[config.mk]
export PLATFORM = sky130hd
export DESIGN_NAME = vm_cfg_master_flat
export DESIGN_NICKNAME = d
export VERILOG_FILES = /design/src/rtl/vm_cfg_master_if.sv /design/src/rtl/vm_cfg_master.sv /design/src/flat_wrapper.sv
export SDC_FILE = /design/constraint.sdc
export NUM_CORES = 1
export LEC_CHECK = 0
export ABC_CLOCK_PERIOD_IN_PS = 5000
export BUFFER_PORTS_ARGS = -buffer_cell sky130_fd_sc_hd__buf_2
export CAP_MARGIN = 5
export CORE_MARGIN = 1.5
export CORE_UTILIZATION = 55
export DETAILED_ROUTE_END_ITERATION = 10
export GPL_ROUTABILITY_DRIVEN = 0
export PLACE_DENSITY_LB_ADDON = 0.12
export RECOVER_POWER = 50
export SYNTH_ARGS = -nofsm -noshare
export SYNTH_HDL_FRONTEND = slang
export SYNTH_SLANG_ARGS = --single-unit
[constraint.sdc]
create_clock -name pclk -period 5 [get_ports pclk]
set_input_delay 0.75 -clock pclk [delete_from_list [all_inputs] [get_ports pclk]]
set_output_delay 0.75 -clock pclk [all_outputs]
set_load 0.01 [all_outputs]
[src/rtl/vm_cfg_master_if.sv]
// rtl/vm_cfg_master_if.sv - command, response and config-bus signals of vm_cfg_master
interface vm_cfg_master_if #(
    parameter int IW = 10
);
    logic          cmd_valid;
    logic          cmd_ready;
    logic          cmd_write;
    logic          cmd_verify;
    logic [IW-1:0] cmd_item;
    logic [31:0]   cmd_wdata;
    logic          rsp_valid;
    logic [1:0]    rsp_status;
    logic [31:0]   rsp_rdata;
    logic          psel;
    logic          pwrite;
    logic [14:0]   paddr;
    logic [31:0]   pwdata;
    logic [31:0]   prdata;
    logic          pready;

    modport master (
        input  cmd_valid, cmd_write, cmd_verify, cmd_item, cmd_wdata, prdata, pready,
        output cmd_ready, rsp_valid, rsp_status, rsp_rdata, psel, pwrite, paddr, pwdata
    );

    modport slave (
        output cmd_valid, cmd_write, cmd_verify, cmd_item, cmd_wdata, prdata, pready,
        input  cmd_ready, rsp_valid, rsp_status, rsp_rdata, psel, pwrite, paddr, pwdata
    );
endinterface

[src/rtl/vm_cfg_master.sv]
// rtl/vm_cfg_master.sv - config-bus initiator turning item commands into bus transfers
module vm_cfg_master #(
    parameter int MAX_ITEMS      = 1024,
    parameter int TIMEOUT_CYCLES = 64
) (
    input  logic        pclk,
    input  logic        prstn,
    input  logic        cfg_hold,
    output logic        cfg_mode,
    output logic [15:0] txn_count,
    vm_cfg_master_if.master bus
);
    localparam int IW = (MAX_ITEMS > 1) ? $clog2(MAX_ITEMS) : 1;
    localparam int TW = $clog2(TIMEOUT_CYCLES + 1);
    localparam logic [TW-1:0] T_LAST = TW'(TIMEOUT_CYCLES - 1);
    localparam logic [1:0] ST_OK      = 2'd0;
    localparam logic [1:0] ST_TIMEOUT = 2'd1;
    localparam logic [1:0] ST_VFAIL   = 2'd2;

    typedef enum logic [2:0] {S_IDLE, S_GAP, S_SETUP, S_WAIT, S_RESP} state_t;

    state_t        state_q, state_d;
    logic [TW-1:0] cnt_q, cnt_d;
    logic          write_q, write_d;
    logic          verify_q, verify_d;
    logic          rb_q, rb_d;
    logic [IW-1:0] item_q, item_d;
    logic [31:0]   wdata_q, wdata_d;
    logic [31:0]   rdata_q, rdata_d;
    logic [1:0]    status_q, status_d;
    logic [15:0]   txn_q, txn_d;
    logic          pwrite_q, pwrite_d;
    logic [14:0]   paddr_q, paddr_d;
    logic [31:0]   pwdata_q, pwdata_d;
    logic          cfg_mode_q;

    always_ff @(posedge pclk) begin
        if (!prstn) begin
            state_q    <= S_IDLE;
            cnt_q      <= '0;
            write_q    <= 1'b0;
            verify_q   <= 1'b0;
            rb_q       <= 1'b0;
            item_q     <= '0;
            wdata_q    <= '0;
            rdata_q    <= '0;
            status_q   <= ST_OK;
            txn_q      <= '0;
            pwrite_q   <= 1'b0;
            paddr_q    <= '0;
            pwdata_q   <= '0;
            cfg_mode_q <= 1'b0;
        end else begin
            state_q    <= state_d;
            cnt_q      <= cnt_d;
            write_q    <= write_d;
            verify_q   <= verify_d;
            rb_q       <= rb_d;
            item_q     <= item_d;
            wdata_q    <= wdata_d;
            rdata_q    <= rdata_d;
            status_q   <= status_d;
            txn_q      <= txn_d;
            pwrite_q   <= pwrite_d;
            paddr_q    <= paddr_d;
            pwdata_q   <= pwdata_d;
            cfg_mode_q <= cfg_hold | (state_q != S_IDLE);
        end
    end

    always_comb begin
        state_d  = state_q;
        cnt_d    = cnt_q;
        write_d  = write_q;
        verify_d = verify_q;
        rb_d     = rb_q;
        item_d   = item_q;
        wdata_d  = wdata_q;
        rdata_d  = rdata_q;
        status_d = status_q;
        txn_d    = txn_q;
        pwrite_d = pwrite_q;
        paddr_d  = paddr_q;
        pwdata_d = pwdata_q;
        unique case (state_q)
            S_IDLE: begin
                if (bus.cmd_valid) begin
                    write_d  = bus.cmd_write;
                    verify_d = bus.cmd_verify;
                    item_d   = bus.cmd_item;
                    wdata_d  = bus.cmd_wdata;
                    rb_d     = 1'b0;
                    rdata_d  = '0;
                    status_d = ST_OK;
                    cnt_d    = '0;
                    state_d  = S_GAP;
                end
            end
            // The responder keeps pready high until it sees psel drop.
            S_GAP: begin
                if (!bus.pready) begin
                    cnt_d    = '0;
                    pwrite_d = write_q & ~rb_q;
                    paddr_d  = 15'd4 + 15'({item_q, 2'b00});
                    pwdata_d = wdata_q;
                    state_d  = S_SETUP;
                end else if (cnt_q == T_LAST) begin
                    status_d = ST_TIMEOUT;
                    rdata_d  = '0;
                    state_d  = S_RESP;
                end else begin
                    cnt_d = cnt_q + TW'(1);
                end
            end
            S_SETUP: state_d = S_WAIT;
            S_WAIT: begin
                if (bus.pready) begin
                    txn_d = txn_q + 16'd1;
                    if (!pwrite_q) rdata_d = bus.prdata;
                    if (pwrite_q && verify_q) begin
                        rb_d    = 1'b1;
                        cnt_d   = '0;
                        state_d = S_GAP;
                    end else begin
                        if (rb_q && (bus.prdata != wdata_q)) status_d = ST_VFAIL;
                        state_d = S_RESP;
                    end
                end else if (cnt_q == T_LAST) begin
                    status_d = ST_TIMEOUT;
                    rdata_d  = '0;
                    state_d  = S_RESP;
                end else begin
                    cnt_d = cnt_q + TW'(1);
                end
            end
            S_RESP:  state_d = S_IDLE;
            default: state_d = S_IDLE;
        endcase
    end

    always_comb begin
        bus.cmd_ready  = (state_q == S_IDLE);
        bus.psel       = (state_q == S_SETUP) || (state_q == S_WAIT);
        bus.rsp_valid  = (state_q == S_RESP);
        bus.rsp_status = status_q;
        bus.rsp_rdata  = rdata_q;
        bus.pwrite     = pwrite_q;
        bus.paddr      = paddr_q;
        bus.pwdata     = pwdata_q;
        cfg_mode       = cfg_mode_q;
        txn_count      = txn_q;
    end
endmodule
[src/flat_wrapper.sv]
// flat-port wrapper written by rule: the top's interface ports become plain ports
module vm_cfg_master_flat 
#(
    parameter int MAX_ITEMS      = 1024,
    parameter int TIMEOUT_CYCLES = 64
)
  (pclk, prstn, cfg_hold, cfg_mode, txn_count, bus_cmd_valid, bus_cmd_write, bus_cmd_verify, bus_cmd_item, bus_cmd_wdata, bus_prdata, bus_pready, bus_cmd_ready, bus_rsp_valid, bus_rsp_status, bus_rsp_rdata, bus_psel, bus_pwrite, bus_paddr, bus_pwdata);
  vm_cfg_master_if bus_i ();
  input  logic pclk;
  input  logic prstn;
  input  logic cfg_hold;
  output logic cfg_mode;
  output logic [15:0] txn_count;
  input wire logic [$bits(bus_i.cmd_valid)-1:0] bus_cmd_valid;
  input wire logic [$bits(bus_i.cmd_write)-1:0] bus_cmd_write;
  input wire logic [$bits(bus_i.cmd_verify)-1:0] bus_cmd_verify;
  input wire logic [$bits(bus_i.cmd_item)-1:0] bus_cmd_item;
  input wire logic [$bits(bus_i.cmd_wdata)-1:0] bus_cmd_wdata;
  input wire logic [$bits(bus_i.prdata)-1:0] bus_prdata;
  input wire logic [$bits(bus_i.pready)-1:0] bus_pready;
  output wire logic [$bits(bus_i.cmd_ready)-1:0] bus_cmd_ready;
  output wire logic [$bits(bus_i.rsp_valid)-1:0] bus_rsp_valid;
  output wire logic [$bits(bus_i.rsp_status)-1:0] bus_rsp_status;
  output wire logic [$bits(bus_i.rsp_rdata)-1:0] bus_rsp_rdata;
  output wire logic [$bits(bus_i.psel)-1:0] bus_psel;
  output wire logic [$bits(bus_i.pwrite)-1:0] bus_pwrite;
  output wire logic [$bits(bus_i.paddr)-1:0] bus_paddr;
  output wire logic [$bits(bus_i.pwdata)-1:0] bus_pwdata;
  assign bus_i.cmd_valid = bus_cmd_valid;
  assign bus_i.cmd_write = bus_cmd_write;
  assign bus_i.cmd_verify = bus_cmd_verify;
  assign bus_i.cmd_item = bus_cmd_item;
  assign bus_i.cmd_wdata = bus_cmd_wdata;
  assign bus_i.prdata = bus_prdata;
  assign bus_i.pready = bus_pready;
  assign bus_cmd_ready = bus_i.cmd_ready;
  assign bus_rsp_valid = bus_i.rsp_valid;
  assign bus_rsp_status = bus_i.rsp_status;
  assign bus_rsp_rdata = bus_i.rsp_rdata;
  assign bus_psel = bus_i.psel;
  assign bus_pwrite = bus_i.pwrite;
  assign bus_paddr = bus_i.paddr;
  assign bus_pwdata = bus_i.pwdata;
  vm_cfg_master #(.MAX_ITEMS(MAX_ITEMS), .TIMEOUT_CYCLES(TIMEOUT_CYCLES)) u_core (.pclk(pclk), .prstn(prstn), .cfg_hold(cfg_hold), .cfg_mode(cfg_mode), .txn_count(txn_count), .bus(bus_i));
endmodule
==> metrics, run 1 <==
most used flip-flop cell after synthesis dfxtp_1; Die Y 108 um; clock-pin slew on the worst setup and hold paths 0.06 ns; commonest non-fill, non-tap cell in the layout nand2_1; Post-Syn Instances 719; worst relative slew slack -53.2%; Worst Hold Launch u_core.bus.pwdata[3]; CP max-delay cell nor3_1; setup TNS 0 ns; Final Hold Viols 0; Layout Skew 0.00786 ns; period utilization 69.0%; Leak 2.76 nW; Tot GR Track Use 27.9%; Port Buffers 178; violated checks capacitance limit, slew limit; area leader, netlist dfxtp_1; die area 0.0116 mm2; vias in the first global route 5091; core box area 0.0107 mm2; grt ovf 0; Max-Cap Viols 2; CP Capture Type register; CTS H-tree depth 4; Post-Layout Cell Count 1028; worst vdd ir 0.235 mV; register area share after synthesis 49.9%; reg2reg start u_core.state_q[0]; post-route cell area 0.00738 mm2; TritonCTS clock tree built; vias per cell 5.35; f_max 290 MHz; Pwr Total 2.95 mW; hold slack final 0.455 ns; syn_area_per_cell 8.37 um2; final net count 959; Required @ worst endpoint 5.44 ns; Yosys Warn Count 0; most used cell, CP nor3_1; # setup viols final 0; Post-Syn Area 0.00602 mm2; Routed Antenna Nets 0; IO Pins 183; Arr. time, crit path 3.89 ns; Worst-Skew Late Latency 0.52 ns; CTS Hold Bufs 0; initial antenna violation count 1; DRC 0; Setup CP Type reg2reg; CP max stage delay 1.48 ns; Cell Pwr Density 400 mW/mm2; crit-path max FO 34; DP HPWL 10.9 mm; DR vias 5499; WL/cell 15.6 um; DRT Wirelength 16.0 mm; Slew @ Worst Pin 2.30 ns; Num CTS Buffers 17; final worst path period need 3.45 ns; CTS resizes 0; synth unique cells 43; post-CTS setup buffers 0; Synth top area share 49.9%; first-pass GRT wire length 25.2 mm; 1st-iter DRT viols 385; asr flop ratio synth 0%; CP startpoint u_core.state_q[0]; fraction of layout cells with a size suffix above 1 13.6%; status finished, violations left; RSZ-0062 raised after global routing false; number of synthesized flops with an enable pin 0; Synth Register Bits 150; Startpoint Class register; clk root buf clkbuf_8; die width 108 um; Clock Tree Buf Depth 2; TritonRoute pass-1 iters 5; worst-path cell chain nand2b_4, nor3_1, buf_4, nor3_1, a311o_1, a21oi_1; Hold WC Path Type reg2reg; max-slew violations 79; Post-Place Cell Area 0.00691 mm2; Cells after DPL 996; most frequent cells in the layout 173 x nand2_1, 150 x dfxtp_1, 97 x clkbuf_1; largest net degree at the start of global routing 88; FP Rows 38; Sink Count 150; Layout area overhead 22.6%; synth top area cells dfxtp_1 50%, nand2_1 11%, a21oi_1 7.5%; Initial Util 56.0%
[critical path, delay by kind of cell (launching register included)]
kind,cells,cell delay (ns)
flip-flops,1,0.53
AO/OA/AOI/OAI,2,0.49
AND/OR/NAND/NOR,3,1.76
buffers and inverters,1,0.58
[power breakdown]
group	total [mW]	switching, mW	internal (mW)
sequential	1.30	0.0494	1.25
clock	1.36	0.493	0.871
combinational	0.295	0.187	0.108
[metrics by stage]
step                      setup slack [ns]  util (%)
after floorplan                       3.02         -
after detailed placement              2.25      64.3
after global routing                  1.19      68.7
after global placement                2.31      64.3
after CTS                             2.34      70.2
final                                 1.55      68.7
[layout make-up]
type	count	area (um2)
fillers	968	3370
flip-flops and latches	150	3000
multi-input cells	519	2750
repair buffers	182	797
clock buffers	18	428
clock inverters	13	205
well taps	140	175
inverters	5	21.3
diodes	1	2.50
[logic make-up after synthesis]
kind of cell,after synthesis,synth area share (%)
simple gates,307,21.9
flops,150,49.9
compound gates,142,14.2
xor+xnor,60,8.73
buf+inv,53,4.14
fa+ha+maj,3,0.624
mux,3,0.499
other cells,1,0.0623
[worst paths after layout]
path | to | slack [ns] | cells after the start
hold / removal | u_core.bus.pwdata[3] | 0.45 | 2
setup / recovery | u_core.bus.rsp_status[0] | 1.55 | 6
setup reg to reg | u_core.bus.rsp_status[0] | 1.55 | 6
hold reg to reg | u_core.bus.pwdata[3] | 0.45 | 2
[synth_stat cells, types with 3 or more instances]
master and count:
a22oi_1 32, nor2b_1 3, nor4_1 3, nor2_1 72, o21ai_0 3, mux2i_1 3
xnor2_1 37, buf_2 22, nand3_1 16, a211oi_1 8, dfxtp_1 150, buf_4 4
nor3_1 4, ha_1 3, a21oi_1 90, xor2_1 23, nand2_1 174, clkbuf_1 21
and3_1 6, nand4_1 16, inv_1 4, or3_1 3
[registers in the layout (all words and copies together), names as in the netlist, 2 cells and up]
name	flops
u_core.bus.paddr	11
u_core.bus.pwdata	32
u_core.bus.rsp_rdata	32
u_core.bus.rsp_status	2
u_core.cnt_q	7
u_core.item_q	10
u_core.state_q	3
u_core.txn_count	16
u_core.wdata_q	32
[metal layers]
metal	track usage, %	vias to the layer above	wire [um]
li1	-	2715	-
met3	7.63	16	1350
met2	45.1	221	7640
met4	9.40	0	244
met5	0	-	0
met1	36.1	2547	6770
(Power assumes the default switching activity.)
==> run 2, diff against run 1 <==
ABC_CLOCK_PERIOD_IN_PS = 3200   (was 5000)
CORE_UTILIZATION = 51   (was 55)
clock period = 3.2 ns   (was 5 ns; I/O delays follow)
==> metrics, run 2 (synthesis gave the netlist of run 1 again) <==
status finished clean; setup TNS 0 ns; Initial Util 52.5%; worst-path cell chain nand2b_1, nor3_4, clkbuf_1, nand4_1, a21oi_1; crit-path max FO 32; vias per cell 5.30; DR vias 5491; dpl ws 1.10 ns; DRC 0; CP startpoint u_core.state_q[0]; die width 112 um; Required @ worst endpoint 3.54 ns; CP max stage delay 1.00 ns; initial antenna violation count 0; clock-pin slew on the worst setup and hold paths 0.06 ns; final worst path period need 2.41 ns; Crit path max-delay family buffers and inverters; CTS resizes 0; period utilization 75.4%; Startpoint Class register; TritonRoute pass-1 iters 5; Die Y 112 um; clk root buf clkbuf_16; Worst-Skew Late Latency 0.43 ns; IO Pins 183; reg2reg start u_core.state_q[0]; worst vdd ir 0.456 mV; largest net degree at the start of global routing 83; Final Hold Viols 0; DRT Wirelength 16.1 mm; # diodes 0; first-pass GRT wire length 25.6 mm; max-slew violations 0; post-CTS setup buffers 0; Sink Count 150; filler cell count in the final layout 1058; CTS H-tree depth 4; final core occ 64.9%; Setup CP Type reg2reg; DP HPWL 11.3 mm; Port Buffers 178; Routed Antenna Nets 0; Worst Hold Launch cfg_hold; # setup viols final 0; hold slack final 0.287 ns; CP Capture Type register; CP max-delay cell clkbuf_1; CP bufs+invs 1; Num CTS Buffers 17; Layout Skew 0.00898 ns; Clock Tree Buf Depth 2; Max-Cap Viols 0; 1st-iter DRT viols 257; fraction of layout cells with a size suffix above 1 14.3%; Hold WC Path Type in2reg; Leak 2.79 nW; commonest non-fill, non-tap cell in the layout nand2_1; TritonCTS clock tree built; vias in the first global route 5152; final net count 965; grt ovf 0; Arr. time, crit path 2.76 ns; WL/cell 15.6 um; post-route cell area 0.00744 mm2; RSZ-0062 raised after global routing false; FP Rows 39; CTS Hold Bufs 0; Tot GR Track Use 26.0%; worst relative slew slack 10.2%; core box area 0.0115 mm2; die area 0.0125 mm2; Cell Pwr Density 614 mW/mm2; Layout area overhead 23.6%; f_max 414 MHz; Slew @ Worst Pin 1.35 ns; most frequent cells in the layout 173 x nand2_1, 150 x dfxtp_1, 99 x clkbuf_1; Post-Place Cell Area 0.00696 mm2; PnR worst setup slack 0.786 ns
-- run 2: cell types whose count changed in the layout (fill, tap and decap cells not counted), moves of 2 or more --
cell       change
buf_4          +5
clkinv_2       -2
clkbuf_8       +3
clkbuf_1       +2
nor3_1         -2
clkinv_4       -3
bufinv_16      -2
nor3_4         +2
-- run 2: per-stage QoR --
step | std cells | power [mW]
6_report | 1037 | 4.57
5_1_grt | 1037 | 4.74
4_1_cts | 1037 | 4.61
3_5_place_dp | 1005 | 2.54
3_3_place_gp | 1005 | 2.53
2_1_floorplan | 722 | 2.36
-- run 2: final cells by class --
| class | instances | area (um2) | area share [%] |
|---|---|---|---|
| clock buffers | 25 | 505 | 6.79 |
| clock inverters | 7 | 116 | 1.56 |
| inverters | 5 | 21.3 | 0.286 |
| multi-input cells | 519 | 2770 | 37.3 |
| flip-flops and latches | 150 | 3000 | 40.4 |
| well taps | 143 | 179 | 2.40 |
| repair buffers | 188 | 841 | 11.3 |
-- run 2: power by group --
| group | total (mW) | switching [mW] | internal, mW |
|---|---|---|---|
| clock | 2.08 | 0.747 | 1.33 |
| sequential | 2.02 | 0.0742 | 1.95 |
| combinational | 0.472 | 0.294 | 0.177 |
| total | 4.57 | 1.12 | 3.45 |
-- run 2: worst paths after layout --
check	endpoint	slack, ns	cells past startpoint
setup / recovery	u_core.bus.paddr[12]	0.79	5
hold / removal	u_core.cfg_mode	0.29	3
setup reg to reg	u_core.bus.paddr[12]	0.79	5
hold reg to reg	u_core.bus.pwdata[9]	0.46	2
-- run 2: metal layers --
layer  GRT usage [%]  wire length [um]  part of all wire [%]  up-vias
met3            6.86              1050                   6.5       24
met1            32.9              7300                    45     2563
met5               0                 0                     0        -
met4            9.79               269                   1.7        0
li1                -                 -                     -     2728
met2            42.6              7510                    47      176
-- run 2: worst register-to-register path: stages (launching register included) --
cell and delay, ns:
dfxtp_1 0.49, nand2b_1 0.27, nor3_4 0.19, clkbuf_1 1.00, nand4_1 0.18, a21oi_1 0.20
